<file path="config.mk">
export PLATFORM = sky130hd
export DESIGN_NAME = xadc_drp_classifier_flat
export DESIGN_NICKNAME = d
export VERILOG_FILES = /design/src/rtl/xadc_drp_classifier_if.sv /design/src/rtl/xadc_drp_classifier.sv /design/src/flat_wrapper.sv
export SDC_FILE = /design/constraint.sdc
export NUM_CORES = 1
export LEC_CHECK = 0
export BUFFER_PORTS_ARGS = -buffer_cell sky130_fd_sc_hd__buf_4
export CORE_MARGIN = 2
export CORE_UTILIZATION = 38
export DETAILED_ROUTE_END_ITERATION = 6
export PLACE_DENSITY_LB_ADDON = 0.05
export SYNTH_ARGS = -nofsm -noshare
export SYNTH_HDL_FRONTEND = slang
export SYNTH_SLANG_ARGS = --single-unit
export TNS_END_PERCENT = 5
</file>
<file path="constraint.sdc">
create_clock -name S_AXI_ACLK -period 9.1 [get_ports S_AXI_ACLK]
set_input_delay 1.82 -clock S_AXI_ACLK [delete_from_list [all_inputs] [get_ports S_AXI_ACLK]]
set_output_delay 1.82 -clock S_AXI_ACLK [all_outputs]
set_load 0.03 [all_outputs]
</file>
<file path="src/rtl/xadc_drp_classifier_if.sv">
// DRP bus between the classifier (master) and the XADC primitive (slave).
interface xadc_drp_classifier_if;
  logic [6:0]  DADDR;
  logic        DEN;
  logic        DWE;
  logic [15:0] DI;
  logic [15:0] DO;
  logic        DRDY;

  modport master (output DADDR, DEN, DWE, DI, input DO, DRDY);
  modport slave  (input DADDR, DEN, DWE, DI, output DO, DRDY);
endinterface

</file>
<file path="src/rtl/xadc_drp_classifier.sv">
// Sweeps NUM_CH XADC aux channels over DRP, keeps per-channel results and publishes the argmax class.
// Define XADC_CLASS_IIR_EN to smooth each channel with a per-channel IIR before storage and argmax.
module xadc_drp_classifier #(
  parameter int         NUM_CH   = 4,
  parameter int         SAMPLE_W = 12,
  parameter logic [6:0] DRP_BASE = 7'h10,
  parameter int         TIMEOUT  = 64,
  localparam int        CLS_W    = (NUM_CH > 1) ? $clog2(NUM_CH) : 1
) (
  input  logic                         S_AXI_ACLK,
  input  logic                         S_AXI_ARESETN,
  input  logic                         enable,
  input  logic                         eos_trig,
  input  logic [SAMPLE_W-1:0]          threshold,
  xadc_drp_classifier_if.master        drp,
  input  logic                         EOS,
  output logic [NUM_CH*SAMPLE_W-1:0]   samples,
  output logic [CLS_W-1:0]             class_out,
  output logic                         class_above,
  output logic                         class_valid,
  output logic                         timeout_err,
  output logic [15:0]                  sweep_count
);

  localparam int TW = $clog2(TIMEOUT + 1);

  typedef enum logic [2:0] {ST_IDLE, ST_ARM, ST_REQ, ST_WAIT, ST_NEXT, ST_PUBLISH} state_t;

  state_t              state;
  logic [CLS_W-1:0]    ch;
  logic [CLS_W-1:0]    max_idx;
  logic [SAMPLE_W-1:0] max_val;
  logic [SAMPLE_W-1:0] raw;
  logic [SAMPLE_W-1:0] val;
  logic [TW-1:0]       tcnt;
  logic                abort;
  logic                last_ch;
  logic                timed_out;

  assign drp.DWE   = 1'b0;
  assign drp.DI    = '0;
  assign raw       = drp.DO[15 -: SAMPLE_W];
  assign last_ch   = (ch == CLS_W'(NUM_CH - 1));
  assign timed_out = (tcnt == TW'(TIMEOUT - 1));

`ifdef XADC_CLASS_IIR_EN
  logic [SAMPLE_W+1:0]        filt [NUM_CH];
  logic signed [SAMPLE_W+2:0] diff;
  logic signed [SAMPLE_W+2:0] acc;

  // One guard bit above the filter state keeps (x - f) and the sum free of overflow.
  always_comb begin
    diff = $signed({1'b0, raw, 2'b00}) - $signed({1'b0, filt[ch]});
    acc  = $signed({1'b0, filt[ch]}) + (diff >>> 2);
    val  = acc[SAMPLE_W+1:2];
  end
`else
  assign val = raw;
`endif

  always_ff @(posedge S_AXI_ACLK) begin
    if (!S_AXI_ARESETN) begin
      state       <= ST_IDLE;
      ch          <= '0;
      max_idx     <= '0;
      max_val     <= '0;
      tcnt        <= '0;
      abort       <= 1'b0;
      drp.DADDR   <= '0;
      drp.DEN     <= 1'b0;
      samples     <= '0;
      class_out   <= '0;
      class_above <= 1'b0;
      class_valid <= 1'b0;
      timeout_err <= 1'b0;
      sweep_count <= '0;
`ifdef XADC_CLASS_IIR_EN
      for (int k = 0; k < NUM_CH; k++) filt[k] <= '0;
`endif
    end else begin
      drp.DEN     <= 1'b0;
      class_valid <= 1'b0;
      case (state)
        ST_IDLE: begin
          if (enable) state <= ST_ARM;
        end
        ST_ARM: begin
          abort <= 1'b0;
          if (!enable) begin
            state <= ST_IDLE;
          end else if (!eos_trig || EOS) begin
            state     <= ST_REQ;
            drp.DEN   <= 1'b1;
            drp.DADDR <= DRP_BASE + 7'(ch);
          end
        end
        ST_REQ: begin
          tcnt  <= '0;
          if (!enable) abort <= 1'b1;
          state <= ST_WAIT;
        end
        // A dropped enable is remembered so the in-flight read finishes before bailing out.
        ST_WAIT: begin
          if (!enable) abort <= 1'b1;
          if (drp.DRDY) begin
            samples[ch*SAMPLE_W +: SAMPLE_W] <= val;
`ifdef XADC_CLASS_IIR_EN
            filt[ch] <= acc[SAMPLE_W+1:0];
`endif
            if (ch == '0 || val > max_val) begin
              max_val <= val;
              max_idx <= ch;
            end
            state <= ST_NEXT;
          end else if (timed_out) begin
            timeout_err <= 1'b1;
            if (ch == '0) begin
              max_val <= '0;
              max_idx <= '0;
            end
            state <= ST_NEXT;
          end else begin
            tcnt <= tcnt + 1'b1;
          end
        end
        ST_NEXT: begin
          if (abort || !enable) begin
            state   <= ST_IDLE;
            ch      <= '0;
            max_val <= '0;
            max_idx <= '0;
          end else if (last_ch) begin
            ch    <= '0;
            state <= ST_PUBLISH;
          end else begin
            ch        <= ch + 1'b1;
            state     <= ST_REQ;
            drp.DEN   <= 1'b1;
            drp.DADDR <= DRP_BASE + 7'(ch + 1'b1);
          end
        end
        ST_PUBLISH: begin
          class_out   <= max_idx;
          class_above <= (max_val >= threshold);
          class_valid <= 1'b1;
          sweep_count <= sweep_count + 16'd1;
          state       <= enable ? ST_ARM : ST_IDLE;
        end
        default: state <= ST_IDLE;
      endcase
    end
  end

endmodule

</file>
<file path="src/flat_wrapper.sv">
// flat-port wrapper written by rule: the top's interface ports become plain ports
module xadc_drp_classifier_flat 
#(
  parameter int         NUM_CH   = 4,
  parameter int         SAMPLE_W = 12,
  parameter logic [6:0] DRP_BASE = 7'h10,
  parameter int         TIMEOUT  = 64,
  localparam int        CLS_W    = (NUM_CH > 1) ? $clog2(NUM_CH) : 1
)
  (S_AXI_ACLK, S_AXI_ARESETN, enable, eos_trig, threshold, EOS, samples, class_out, class_above, class_valid, timeout_err, sweep_count, drp_DADDR, drp_DEN, drp_DWE, drp_DI, drp_DO, drp_DRDY);
  xadc_drp_classifier_if drp_i ();
  input  logic S_AXI_ACLK;
  input  logic S_AXI_ARESETN;
  input  logic enable;
  input  logic eos_trig;
  input  logic [SAMPLE_W-1:0] threshold;
  input  logic EOS;
  output logic [NUM_CH*SAMPLE_W-1:0] samples;
  output logic [CLS_W-1:0] class_out;
  output logic class_above;
  output logic class_valid;
  output logic timeout_err;
  output logic [15:0] sweep_count;
  output wire logic [$bits(drp_i.DADDR)-1:0] drp_DADDR;
  output wire logic [$bits(drp_i.DEN)-1:0] drp_DEN;
  output wire logic [$bits(drp_i.DWE)-1:0] drp_DWE;
  output wire logic [$bits(drp_i.DI)-1:0] drp_DI;
  input wire logic [$bits(drp_i.DO)-1:0] drp_DO;
  input wire logic [$bits(drp_i.DRDY)-1:0] drp_DRDY;
  assign drp_DADDR = drp_i.DADDR;
  assign drp_DEN = drp_i.DEN;
  assign drp_DWE = drp_i.DWE;
  assign drp_DI = drp_i.DI;
  assign drp_i.DO = drp_DO;
  assign drp_i.DRDY = drp_DRDY;
  xadc_drp_classifier #(.NUM_CH(NUM_CH), .SAMPLE_W(SAMPLE_W), .DRP_BASE(DRP_BASE), .TIMEOUT(TIMEOUT)) u_core (.S_AXI_ACLK(S_AXI_ACLK), .S_AXI_ARESETN(S_AXI_ARESETN), .enable(enable), .eos_trig(eos_trig), .threshold(threshold), .drp(drp_i), .EOS(EOS), .samples(samples), .class_out(class_out), .class_above(class_above), .class_valid(class_valid), .timeout_err(timeout_err), .sweep_count(sweep_count));
endmodule
</file>
==> run_results.csv, run 1 <==
group,metric,value,unit
outcome,status,"completed",
sta,skew,0.00614,ns
layout,fin_util,46.6,%
floorplanning,die_w,123,microns
clock_network,cts_sinks,101,
clock_network,cts_buffers,9,
clock_network,clock_latency,0.35,ns
logic_synthesis,async_reset_ff_share,0,%
layout,area_growth,20.0,%
sta,timing.final.crit_period,3.58,ns
pwr,p_seq_share,50.0,%
logic_synthesis,synth_top_flop_cell,"dfxtp_1",
clock_network,cts_hold_buffers,0,
worst_setup_path,cp_max_fo,14,
sta,post-route-period-util,39.4,%
place,hpwl,10400,microns
sta,hold_violations,0,
floorplanning,start_util,38.9,%
place,io_buffers,103,
layout,nNetsFinal,798,
logic_synthesis,synth_warnings,0,
worst_setup_path,cp.required,9.39,ns
pwr,internal-power,0.682,mW
route,antenna_left,0,
pwr,comb_power_share,7.9,%
clock_network,clock-root-buffer,"clkbuf_16",
worst_setup_path,crit_path_start_kind,"primary input",
worst_setup_path,cp_slowest_stage_delay,0.65,ns
logic_synthesis,ys_ff_latch,101,
clock_network,clk_pin_slew,0.06,ns
logic_synthesis,syn_area_per_cell,8.25,sq um
worst_setup_path,crit_chain,"buf_4, ha_1, a21oi_1, nand2_1, a2111o_1, o41ai_4, a22o_1",
global_routing,grt_pass1_vias,4484,
sta,setup_viol,0,
global_routing,gr-total-overflow,0,
clock_network,cts_tree,"yes",
clock_network,post_cts.repair.setup_buffers,0,
layout,fill_cells,1416,
route,drt_iter0_drc,220,
sta,tightest_slew,0.782,ns
logic_synthesis,syn_area,5390,sq um
global_routing,antenna_found_initial,0,
route,viasPerCell,5.22,
route,totalWireLength,14300,microns
pwr,p_clk_share,42.2,%
logic_synthesis,synth-edff-count,0,
floorplanning,die-height,123,microns
clock_network,cts_buffer_depth,2,
clock_network,htreeDepth,3,
floorplanning,die_area,15200,sq um
worst_setup_path,crit_slowest_cell,"o41ai_4",
place,gp_congestion,0.790,
layout,seq_area,2020,sq um
global_routing,grt_max_degree,41,
sta,fin_setup_tns,0,ns
layout,multi_input_area,3010,sq um
pwr,leakagePower,2.65,nW
layout,final_cell_mix,"buf_4 (107), dfxtp_1 (101), nand2_1 (63), nor2_1 (60), a21oi_1 (50)",
sta,slew_headroom,47.7,%
pwr,netSwitchingFraction,24.0,%
sta,rsz0062_at_grt,"false",
logic_synthesis,yosysUniqueCellTypes,62,
logic_synthesis,syn_inst,654,
route,wl_per_cell,15.6,microns
global_routing,grt_pass1_wl,22900,microns
worst_setup_path,worst-setup-path-type,"primary input to flip-flop",
floorplanning,ios,128,
clock_network,post_cts_resized,0,
layout,mostFrequentLayoutCell,"buf_4",
worst_setup_path,cp-end-kind,"flip-flop",
route,drc,0,
sta,drv_slew,0,
pwr,pwr_density_cell,139,nW/um^2
route,drt_pass1_iterations,4,
floorplanning,rows,43,
floorplanning,core_area,13900,sq um
worst_setup_path,crit_arrival,3.87,ns
layout,diodes,0,
pwr,peakVddDrop,101,uV
layout,drive_above_1_share,17.8,%
job,max-cap-violations,0,
logic_synthesis,ys_seq_area_share,37.5,%
worst_hold_path,hp-class,"flip-flop to flip-flop",
pwr,p_sw,0.216,mW
sta,fmax,279,MHz
route,vias,4779,
global_routing,grtUsageTotal,19.3,%
power by group through the flow:
stage | Sequential [mW] | Combinational [mW] | Clock [mW]
2_1_floorplan | 0.458 | 0.0520 | 0
3_3_place_gp | 0.459 | 0.0699 | 0
3_5_place_dp | 0.459 | 0.0709 | 0
4_1_cts | 0.449 | 0.0710 | 0.391
5_1_grt | 0.449 | 0.0786 | 0.408
6_report | 0.449 | 0.0707 | 0.379
critical path: cells and delay by family:
kind | cells | cell delay (ns)
adders and majority gates | 1 | 0.33
buffers and inverters | 1 | 0.15
AOI/OAI and AO/OA | 4 | 1.49
and+or+nand+nor | 1 | 0.07
metrics by stage:
step / total power [mW] / worst slack [ns] / area, sq um / hold WS [ns] / instances
3_5_place_dp: 0.530 / 5.13 / 6180 / 0.420 / 901
2_1_floorplan: 0.510 / 5.56 / 5470 / 0.409 / 673
5_1_grt: 0.936 / 5.37 / 6470 / 0.443 / 916
3_3_place_gp: 0.529 / 5.21 / 6180 / 0.418 / 901
6_report: 0.898 / 5.52 / 6470 / 0.434 / 916
4_1_cts: 0.910 / 5.54 / 6470 / 0.430 / 916
state kept, by name, indices dropped and copies added, names as in the netlist:
name / count
u_core.drp.DEN: 1
u_core.timeout_err: 1
u_core.class_valid: 1
u_core.samples: 48
u_core.class_above: 1
u_core.abort: 1
u_core.max_idx: 2
u_core.max_val: 12
u_core.tcnt: 7
u_core.sweep_count: 16
u_core.ch: 2
u_core.state: 3
u_core.class_out: 2
u_core.drp.DADDR: 4
area by class of cell:
type / instances / area share (%)
Multi-Input combinational cell: 482 / 46.5
Clock buffer: 13 / 4.33
Sequential cell: 101 / 31.2
Tap cell: 180 / 3.48
Timing Repair Buffer: 107 / 12.4
Inverter: 31 / 1.80
Clock inverter: 2 / 0.251
per-layer routing:
layer  vias to the layer above  wire (microns)  track usage [%]
li1                       2417               -                -
met1                      2239            6420             24.8
met2                       111            6930             32.7
met3                        12             761             4.57
met4                         0             146             4.55
met5                         -               0                0
synth_stat cells (all sizes together) (2+ instances only):
| master | count | area [sq um] |
|---|---|---|
| nor4b | 3 | 32.5 |
| nor3 | 10 | 50.1 |
| nor2b | 7 | 43.8 |
| a22o | 14 | 123 |
| and3b | 4 | 35.0 |
| o31ai | 3 | 27.5 |
| buf | 32 | 215 |
| and2 | 16 | 100 |
| and3 | 3 | 18.8 |
| a21oi | 50 | 250 |
| or3 | 4 | 25.0 |
| a211oi | 4 | 30.0 |
| mux2i | 8 | 80.1 |
| a21o | 10 | 75.1 |
| inv | 31 | 116 |
| nand4 | 9 | 56.3 |
| nor2 | 60 | 225 |
| o22ai | 4 | 25.0 |
| a2bb2oi | 7 | 61.3 |
| nand2b | 8 | 57.6 |
| or3b | 2 | 20.0 |
| o21ai | 26 | 130 |
| or2 | 2 | 15.0 |
| xor2 | 12 | 105 |
| a22oi | 9 | 67.6 |
| dfxtp | 101 | 2020 |
| o211ai | 3 | 22.5 |
| nand3 | 38 | 190 |
| nor4 | 4 | 25.0 |
| a311oi | 3 | 26.3 |
| a211o | 2 | 17.5 |
| clkbuf | 27 | 101 |
| ha | 32 | 400 |
| nand2 | 63 | 236 |
| nor3b | 8 | 60.1 |
| or4 | 5 | 37.5 |
| xnor2 | 9 | 78.8 |
| a31oi | 5 | 31.3 |
| and4 | 3 | 26.3 |
path summary, 6_finish.rpt:
check | from | slack [ns] | cells after the start | end
setup / recovery | drp_DO[14] | 5.52 | 7 | u_core.max_val[6]
hold / removal | u_core.drp.DADDR[2] | 0.43 | 2 | u_core.drp.DADDR[2]
setup reg to reg | u_core.ch[0] | 6.43 | 7 | u_core.samples[11]
hold reg to reg | u_core.drp.DADDR[2] | 0.43 | 2 | u_core.drp.DADDR[2]
cell families after synthesis:
kind of cell,count (synthesis),synth area share (%)
flip-flops,101,37.5
AO/OA/AOI/OAI,150,18.5
other,1,0.0695
AND/OR/NAND/NOR,251,23.6
multiplexers,8,1.48
XOR/XNOR,21,3.41
adder cells (fa/ha/maj),32,7.42
buffers and inverters,90,8.03
(Power assumes the default switching activity.)
==> run 2: changes to the inputs <==
--- a/config.mk
+++ b/config.mk
@@ -5,6 +5,7 @@
 export SDC_FILE = /design/constraint.sdc
 export NUM_CORES = 1
 export LEC_CHECK = 0
+export ABC_AREA = 1
 export BUFFER_PORTS_ARGS = -buffer_cell sky130_fd_sc_hd__buf_4
 export CORE_MARGIN = 2
 export CORE_UTILIZATION = 38
==> constraint.sdc (replaced) <==
create_clock -name S_AXI_ACLK -period 2.9 [get_ports S_AXI_ACLK]
set_input_delay 0.58 -clock S_AXI_ACLK [delete_from_list [all_inputs] [get_ports S_AXI_ACLK]]
set_output_delay 0.58 -clock S_AXI_ACLK [all_outputs]
set_load 0.03 [all_outputs]
==> run 2 against run 1 <==
Hold slack better by 0.0074 ns. Sequential share of layout area down 1.0 points. Register-to-register slack worse by 6.0 ns. Clock-buffer cell count is 2 lower. Non-clock buffer count grew 2. Final cell count increased by 16%. Clock skew increased by 0.0030 ns. Design area grew 3.4%. Power increased to 3.2 times the previous value. Critical path depth rose by 3. Critical path type is now flip-flop to flip-flop. Highest routed layer unchanged.
==> run_results.csv, run 2 <==
group,metric,value,unit
outcome,status,"completed",
sta,setup_viol,0,
route,met2_length,6990,microns
global_routing,grt_max_degree,57,
clock_network,clock_latency,0.35,ns
pwr,peakVddDrop,293,uV
worst_setup_path,crit_chain,"inv_1, ha_1, nand2_4, inv_2, nor2_2, inv_1, o22ai_1, and2_1, nand2_1, a21oi_1",
pwr,pwr_density_cell,435,nW/um^2
logic_synthesis,synth-edff-count,0,
route,drt_iter0_drc,298,
logic_synthesis,syn_area_per_cell,7.16,sq um
route,dr_wl_met3,618,microns
layout,drive_above_1_share,18.2,%
floorplanning,die-height,125,microns
clock_network,clk_pin_slew,0.07,ns
worst_hold_path,hp-class,"flip-flop to flip-flop",
global_routing,grt_pass1_vias,4747,
clock_network,post_cts_resized,0,
layout,fin_util,46.2,%
floorplanning,core_area,14500,sq um
logic_synthesis,synthTopCellsByArea,"dfxtp_1 (36%), nand2_1 (11%), a21oi_1 (7.6%), ha_1 (7.1%), inv_1 (5.7%)",
floorplanning,ios,128,
logic_synthesis,syn_inst,783,
pwr,leakagePower,3.02,nW
route,vias,5244,
layout,largest_reg_flops,48,
sta,drv_slew,0,
clock_network,post_cts.repair.setup_buffers,0,
clock_network,clock-root-buffer,"clkbuf_16",
logic_synthesis,synth_warnings,0,
place,hpwl,11200,microns
job,max-cap-violations,0,
worst_setup_path,cp-end-kind,"flip-flop",
worst_setup_path,crit_path_start_kind,"flip-flop",
worst_setup_path,cp_slowest_stage_delay,0.47,ns
worst_setup_path,worst-setup-path-type,"flip-flop to flip-flop",
global_routing,grt_pass1_wl,23900,microns
global_routing,grtUsageTotal,18.7,%
worst_setup_path,crit_path_frequent_cell,"inv_1",
route,drc,0,
worst_setup_path,reg2reg_depth,10,
global_routing,gr-total-overflow,0,
route,routed.top_layer,"met4",
route,viasPerCell,4.96,
sta,slew_headroom,56.7,%
worst_hold_path,whs_endpoint,"u_core.drp.DADDR[2]",
sta,tightest_slew,0.649,ns
route,totalWireLength,14700,microns
worst_setup_path,timing.rr.start,"u_core.ch[1]",
logic_synthesis,ys_ff_latch,101,
logic_synthesis,synth_most_common_cell,"nand2_1",
route,met1_length,7020,microns
logic_synthesis,syn_area,5600,sq um
clock_network,htreeDepth,3,
sta,fin_setup_tns,0,ns
worst_setup_path,cp_max_fo,12,
logic_synthesis,netlist.area_leader.share,36.1,%
global_routing,antenna_found_initial,0,
floorplanning,die_w,125,microns
layout,reg.largest.list,"u_core.samples: 48 flops, u_core.sweep_count: 16 flops, u_core.max_val: 12 flops",
worst_setup_path,crit_arrival,2.79,ns
layout,final_cell_mix,"nand2_1 (160), buf_4 (109), dfxtp_1 (101), inv_1 (85), a21oi_1 (85)",
layout,nNetsFinal,936,
worst_setup_path,rr_endpoint,"u_core.samples[44]",
logic_synthesis,ys_seq_area_share,36.1,%
logic_synthesis,synth_common_cells,"nand2_1 (160), dfxtp_1 (101), a21oi_1 (85), inv_1 (85), nor2_1 (72)",
sta,hold_violations,0,
route,antenna_left,0,
layout,diodes,0,
sta,rsz0062_at_grt,"false",
logic_synthesis,yosysUniqueCellTypes,46,
logic_synthesis,async_reset_ff_share,0,%
clock_network,cts_sinks,101,
floorplanning,die_area,15700,sq um
worst_setup_path,crit_buf_inv,3,
floorplanning,rows,44,
route,wl_per_cell,13.9,microns
worst_hold_path,min_path_cells,2,
worst_setup_path,crit_slowest_cell,"ha_1",
worst_hold_path,min_from,"u_core.drp.DADDR[2]",
worst_setup_path,cp.required,3.18,ns
place,gp_congestion,0.817,
route,drt_pass1_iterations,6,
worst_setup_path,crit_family,"simple AND/OR/NAND/NOR gates",
layout,mostFrequentLayoutCell,"nand2_1",
place,io_buffers,103,
sta,fmax,398,MHz
logic_synthesis,yosys.area.top_type,"dfxtp_1",
clock_network,cts_tree,"yes",
sta,skew,0.00918,ns
layout,regMostFlops,"u_core.samples",
clock_network,cts_buffer_depth,2,
layout,area_growth,19.5,%
logic_synthesis,synth_top_flop_cell,"dfxtp_1",
sta,timing.final.crit_period,2.51,ns
worst_setup_path,ff2ff_setup_slack,0.39,ns
sta,post-route-period-util,86.7,%
clock_network,cts_hold_buffers,0,
clock_network,cts_buffers,9,
floorplanning,start_util,38.7,%
[run 2: cell count changes after synthesis, moves of 14 or more]
cell and change:
clkbuf_1 -17, o21ai_0 +19, nand2_1 +97, inv_1 +55, a22o_1 -14, a21oi_1 +35
[run 2: layout make-up]
class                           instances  area, sq um
Clock buffer                           11          243
Multi-Input combinational cell        554         2980
Clock inverter                          4         48.8
Timing Repair Buffer                  109          818
Fill cell                            1513         7780
Inverter                               95          357
Tap cell                              184          230
Sequential cell                       101         2020
[run 2: worst register-to-register path, cell delays in order, from the launching register on]
cell and delay (ns):
dfxtp_1 0.39, inv_1 0.10, ha_1 0.47, nand2_4 0.19, inv_2 0.08, nor2_2 0.34, inv_1 0.18, o22ai_1 0.26
and2_1 0.22, nand2_1 0.07, a21oi_1 0.12
[run 2: metrics by stage]
stage                     power [mW]  std cells  worst slack, ns  cell area, sq um  hold WS, ns
after CTS                       2.96       1058            0.384              6700        0.444
final                           2.91       1058            0.386              6700        0.441
after detailed placement        1.73       1043            0.399              6400        0.426
after global placement          1.73       1043            0.464              6400        0.424
after floorplan                 1.66        802            0.877              5680        0.421
after global routing            3.05       1058            0.111              6700        0.458
[run 2: how the worst max path moves through the flow]
stage,start,endpoint,cells after the start
global placement,u_core.ch[1],u_core.samples[44],10
detailed placement,u_core.ch[1],u_core.samples[11],10
CTS,u_core.ch[1],u_core.samples[11],10
finish,u_core.ch[1],u_core.samples[44],10
global route,u_core.ch[1],u_core.samples[10],10
floorplan,u_core.ch[0],u_core.samples[45],11
[run 2: layer usage]
layer,track usage [%],up-vias
met3,4.58,8
li1,-,2699
met5,0,-
met2,31.2,121
met4,3.46,0
met1,24.9,2416
[run 2: cells by family (layout without fill, tap and decap cells)]
logic type | count (synthesis) | after routing | synth area share, %
DFF | 101 | 101 | 36.1
xor gates and xnor gates | 4 | 4 | 0.625
buffers and inverters | 147 | 219 | 12.1
other | 1 | 20 | 0.0669
AOI/OAI and AO/OA | 170 | 170 | 17.0
adders and majority gates | 32 | 32 | 7.14
and+or+nand+nor | 328 | 328 | 27.0
[run 2: report_power, final]
group / internal (mW) / switching [mW]
combinational: 0.0953 / 0.188
sequential: 1.40 / 0.0149
clock: 0.687 / 0.525
